File: config.mk
export PLATFORM = sky130hd
export DESIGN_NAME = count_op_scheduler_flat
export DESIGN_NICKNAME = d
export VERILOG_FILES = /design/src/rtl/count_op_scheduler_if.sv /design/src/rtl/count_op_scheduler.sv /design/src/flat_wrapper.sv
export SDC_FILE = /design/constraint.sdc
export NUM_CORES = 1
export LEC_CHECK = 0
export CORE_ASPECT_RATIO = 1.75
export CORE_UTILIZATION = 36
export DETAILED_ROUTE_END_ITERATION = 10
export GPL_TIMING_DRIVEN = 1
export PLACE_DENSITY_LB_ADDON = 0.12
export SLEW_MARGIN = 25
export SYNTH_ARGS = -nofsm -noshare
export SYNTH_HDL_FRONTEND = slang
export SYNTH_SLANG_ARGS = --single-unit
export TNS_END_PERCENT = 10
File: constraint.sdc
create_clock -name i_Clk -period 3.1 [get_ports i_Clk]
set_clock_uncertainty 0.1 [all_clocks]
set_input_delay 0.62 -clock i_Clk [delete_from_list [all_inputs] [get_ports i_Clk]]
set_output_delay 0.62 -clock i_Clk [all_outputs]
set_load 0.03 [all_outputs]
File: src/rtl/count_op_scheduler_if.sv
// count_op_scheduler_if: op handshake bus between the scheduler and the counter datapath
interface count_op_scheduler_if;
    logic       op_valid;
    logic [1:0] op;
    logic [2:0] grant;
    logic       op_ready;

    modport master(output op_valid, op, grant, input op_ready);
    modport slave(input op_valid, op, grant, output op_ready);
endinterface

File: src/rtl/count_op_scheduler.sv
// count_op_scheduler: debounces two buttons, adds a periodic tick, and arbitrates them into counter ops
module count_op_scheduler #(
    parameter int DB_CNT   = 4,
    parameter int TICK_DIV = 50000000
) (
    input  logic                  i_Clk,
    input  logic                  i_Rst,
    input  logic [1:0]            i_Push,
    count_op_scheduler_if.master  bus,
    output logic                  o_Overrun
);
    localparam int CW = $clog2(DB_CNT + 1);
    localparam int TW = (TICK_DIV > 1) ? $clog2(TICK_DIV) : 1;
    localparam logic [CW-1:0] DB_LAST   = CW'(DB_CNT - 1);
    localparam logic [TW-1:0] TICK_LAST = TW'(TICK_DIV - 1);

    typedef enum logic {IDLE, ISSUE} state_t;

    state_t        state;
    logic [1:0]    sync1, sync2, level, level_d;
    logic [CW-1:0] db_cnt [2];
    logic [TW-1:0] tick_cnt;
    logic [2:0]    pend, ev, clr, pick;
    logic [1:0]    press, pick_op;
    logic          tick, hs, last1;

    assign press   = level_d & ~level;
    assign tick    = tick_cnt == TICK_LAST;
    assign ev      = {press[1], press[0], tick};
    assign hs      = state == ISSUE && bus.op_ready;
    assign clr     = hs ? bus.grant : 3'b000;
    // push1 wins a tie unless it was the last button served
    assign pick    = (pend[2] && !(pend[1] && last1)) ? 3'b100 :
                     pend[1] ? 3'b010 :
                     pend[0] ? 3'b001 : 3'b000;
    assign pick_op = pick[2] ? 2'b10 : pick[1] ? 2'b11 : {1'b0, pick[0]};

    // synchronize the raw buttons and accept a level only after DB_CNT stable cycles
    always_ff @(posedge i_Clk or posedge i_Rst) begin
        if (i_Rst) begin
            sync1     <= '1;
            sync2     <= '1;
            level     <= '1;
            level_d   <= '1;
            db_cnt[0] <= '0;
            db_cnt[1] <= '0;
        end else begin
            sync1   <= i_Push;
            sync2   <= sync1;
            level_d <= level;
            for (int i = 0; i < 2; i++) begin
                if (sync2[i] == level[i]) begin
                    db_cnt[i] <= '0;
                end else if (db_cnt[i] == DB_LAST) begin
                    db_cnt[i] <= '0;
                    level[i]  <= sync2[i];
                end else begin
                    db_cnt[i] <= db_cnt[i] + CW'(1);
                end
            end
        end
    end

    // free-running tick divider
    always_ff @(posedge i_Clk or posedge i_Rst) begin
        if (i_Rst) tick_cnt <= '0;
        else       tick_cnt <= tick ? '0 : tick_cnt + TW'(1);
    end

    // pending flags; a fresh event on the source being retired re-arms it without overrun
    always_ff @(posedge i_Clk or posedge i_Rst) begin
        if (i_Rst) begin
            pend      <= '0;
            o_Overrun <= 1'b0;
        end else begin
            pend <= (pend & ~clr) | ev;
            if (|(ev & pend & ~clr)) o_Overrun <= 1'b1;
        end
    end

    // grant one pending source and hold the op until the datapath accepts it
    always_ff @(posedge i_Clk or posedge i_Rst) begin
        if (i_Rst) begin
            state        <= IDLE;
            bus.op_valid <= 1'b0;
            bus.op       <= 2'b00;
            bus.grant    <= 3'b000;
            last1        <= 1'b0;
        end else if (state == IDLE) begin
            if (|pend) begin
                state        <= ISSUE;
                bus.op_valid <= 1'b1;
                bus.op       <= pick_op;
                bus.grant    <= pick;
                if (|pick[2:1]) last1 <= pick[2];
            end
        end else if (bus.op_ready) begin
            state        <= IDLE;
            bus.op_valid <= 1'b0;
            bus.op       <= 2'b00;
            bus.grant    <= 3'b000;
        end
    end
endmodule

File: src/flat_wrapper.sv
// flat-port wrapper written by rule: the top's interface ports become plain ports
module count_op_scheduler_flat 
#(
    parameter int DB_CNT   = 4,
    parameter int TICK_DIV = 50000000
)
  (i_Clk, i_Rst, i_Push, o_Overrun, bus_op_valid, bus_op, bus_grant, bus_op_ready);
  count_op_scheduler_if bus_i ();
  input  logic i_Clk;
  input  logic i_Rst;
  input  logic [1:0] i_Push;
  output logic o_Overrun;
  output wire logic [$bits(bus_i.op_valid)-1:0] bus_op_valid;
  output wire logic [$bits(bus_i.op)-1:0] bus_op;
  output wire logic [$bits(bus_i.grant)-1:0] bus_grant;
  input wire logic [$bits(bus_i.op_ready)-1:0] bus_op_ready;
  assign bus_op_valid = bus_i.op_valid;
  assign bus_op = bus_i.op;
  assign bus_grant = bus_i.grant;
  assign bus_i.op_ready = bus_op_ready;
  count_op_scheduler #(.DB_CNT(DB_CNT), .TICK_DIV(TICK_DIV)) u_core (.i_Clk(i_Clk), .i_Rst(i_Rst), .i_Push(i_Push), .bus(bus_i), .o_Overrun(o_Overrun));
endmodule
==> impl_metrics.yaml <==
power:
  p_int_mw: 1.19
  peakVddDrop_v: 0.000261
  power_frac_comb_pct: 20.1
  p_switching_mw: 0.534
  power_density_nw_per_um2: 657
  clkPwrFrac_pct: 28.1
  swShare_pct: 30.9
  p_leak_nw: 1.16
  pwr-share-seq_pct: 51.9
synth:
  ys_warn_count: 0
  synth_edf_count: 0
  ys_ff_latch: 52
  syn-num-nets: 218
  async_flop_share_pct: 100
  syn_inst: 210
  synth_area_sq_um: 2310
  ys.flop_type: "dfrtp_1"
  netlist-cell-type-count: 43
  yosysSeqAreaShare_pct: 56.8
  avgSynthCellArea_sq_um: 11.0
clock_network:
  cts_setup_buffers: 0
  clkLatencyLatePin_ps: 320
  clk_pin_slew_ps: 100
  cts_sinks: 52
  cts.path.max_buffers: 2
  cts_resized: 0
  cts.htree.levels: 2
  cts_buffers: 5
  cts_root_buffer: "clkbuf_8"
  postCtsHoldBufs: 0
  tritoncts: "built"
flow_run:
  drv_cap: 0
worst_setup_path:
  path_cells: "clkdlybuf4s50_1"
  crit_buf_inv: 1
  crit_path_max_fanout: 4
  critPathLaunchType: "register"
  arrival_ps: 1420
  crit_slowest_cell: "clkdlybuf4s50_1"
  cp_slowest_stage_delay_ps: 690
  path_class: "reg2out"
  path_delay_family: "buffers and inverters"
  cp-end-kind: "output pin"
  crit_required_ps: 2380
sta:
  setup_viol: 0
  rsz0062_at_grt: "false"
  fmaxAchievable_mhz: 467
  period_share_pct: 69.0
  finalSetupTns_ps: 0
  slew-limit-headroom_pct: 51.7
  final-max-slew-violation-count: 0
  period_needed_ps: 2140
  hold_violations: 0
  worst_pin_slew_ps: 722
  fin_ws_ps: 960
die:
  std_cell_rows: 38
  die_h_um: 108
  die_w_um: 62.6
  initial_utilization_pct: 37.4
  dieArea_sq_um: 6750
  io_pins: 12
  coreArea_sq_um: 6180
final_layout:
  area_growth_pct: 14.0
  drive_gt1_share_pct: 13.3
  nFillCells: 617
  final_cell_area_sq_um: 2630
  n_antenna_cell: 0
  fin_nets: 233
global_route:
  use_met2_pct: 27.6
  grt_usage_pct: 15.1
  antenna_found_initial: 0
  grt_max_degree: 32
  globalRoute.busiestLayer: "met2"
  grt_pass1_vias: 1589
  grt.met1_usage_pct: 15.9
  overflow: 0
  grt_util_met3_pct: 3.69
  grt_pass1_wl_um: 7700
routing:
  vias_per_cell: 5.18
  route.detailed.drc: 0
  drt_iter0_markers: 42
  avgRoutedWirePerCell_um: 14.8
  routed_wl_um: 4530
  ant_nets: 0
  drt_pass1_iterations: 4
  via_count: 1586
placed_design:
  io_buffers: 11
  dpl-instance-area_sq_um: 2520
  dp_hpwl_um: 3320
  pre_cts_slack_ps: 977
  globalplace.congestion: 0.712
status:
  status: "finished, final reports clean"
min_path:
  hold_class: "reg2reg"
==> kinds of logic after synthesis <==
logic type / synth area share, %
buf+inv: 2.28
flops: 56.8
mux: 0.921
fa+ha+maj: 1.63
compound gates: 9.16
simple gates: 23.2
xor+xnor: 6.07
==> path summary, 6_finish.rpt <==
check	start	endpoint	slack, ps	depth (start not counted)
hold / removal	u_core.sync1[1]	u_core.sync2[1]	260	0
hold reg to reg	u_core.sync1[1]	u_core.sync2[1]	260	0
setup reg to reg	u_core.tick_cnt[0]	u_core.o_Overrun	1000	5
setup / recovery	u_core.bus.grant[2]	bus_grant[2]	960	1
max in group asynchronous	i_Rst	u_core.level_d[1]	1660	3
min in group asynchronous	i_Rst	u_core.db_cnt[4]	620	2
==> stage by stage <==
step           std cells  util (%)  hold slack (ps)  power [mW]
6_report             306      42.6              260        1.73
5_1_grt              306      42.6              260        1.84
4_1_cts              306      42.6              260        1.76
3_5_place_dp         298      40.7              249        1.27
3_3_place_gp         298      40.7              246        1.26
2_1_floorplan        210         -              245        1.14
==> final cells by class <==
cell class,instances,area (sq um),area share [%]
inverter,8,30.0,1.14
tap,80,100,3.80
timing repair buffer,12,130,4.94
clock buffer,5,68.8,2.61
sequential,52,1310,49.8
clock inverter,3,46.3,1.76
multi-input combinational,146,946,35.9
==> flip-flops by register name, summed over array words and instances, names as in the netlist <==
name                 flops
u_core.level             2
u_core.tick_cnt         26
u_core.sync1             2
u_core.last1             1
u_core.o_Overrun         1
u_core.sync2             2
u_core.bus.op_valid      1
u_core.bus.op            2
u_core.bus.grant         3
u_core.pend              3
u_core.db_cnt            6
u_core.state             1
u_core.level_d           2
==> per-layer routing <==
metal | routed length, um | up-vias
met5 | 0 | -
met4 | 110 | 0
met3 | 93 | 7
met2 | 2520 | 15
met1 | 1810 | 791
li1 | - | 773
==> power by group through the flow <==
stage               sequential (mW)  combinational [mW]  clock [mW]
floorplan                     0.927               0.209           0
global placement              0.911               0.350           0
detailed placement            0.911               0.354           0
CTS                           0.897               0.355       0.504
global route                  0.914               0.392       0.531
finish                        0.897               0.347       0.485
==> cell usage after synthesis (all sizes together), types with 5 or more instances <==
cell	count	area share (%)
nor3	6	1.8
and4	5	2.0
nand4	9	3.4
or3	5	1.4
inv	8	1.3
nand2	24	4.0
dfstp	8	9.1
o21ai	8	1.7
a21oi	10	2.3
nand3	9	2.0
xnor2	12	4.6
nor2b	5	1.4
dfrtp	44	48
nor2	10	1.6
and3	5	1.4
==> cell usage in the layout, fill, tap and decap left out, types with 2 or more instances in the layout <==
cell type,n
o21ai_0,8
nand2b_1,3
o31ai_1,4
inv_1,7
a22o_1,2
nand2_1,23
and4_1,4
nor3_1,5
or3_1,5
xor2_1,4
dfstp_2,8
nor2b_1,5
ha_1,3
clkdlybuf4s50_1,11
nor3b_1,2
xnor2_1,12
dfrtp_1,44
nor4b_1,2
and3_1,5
nand4_1,7
clkbuf_8,5
nor2_1,10
a31o_2,3
and2_1,4
a21oi_1,9
nand3_1,9
No activity file was read; power rests on OpenSTA's default activity.
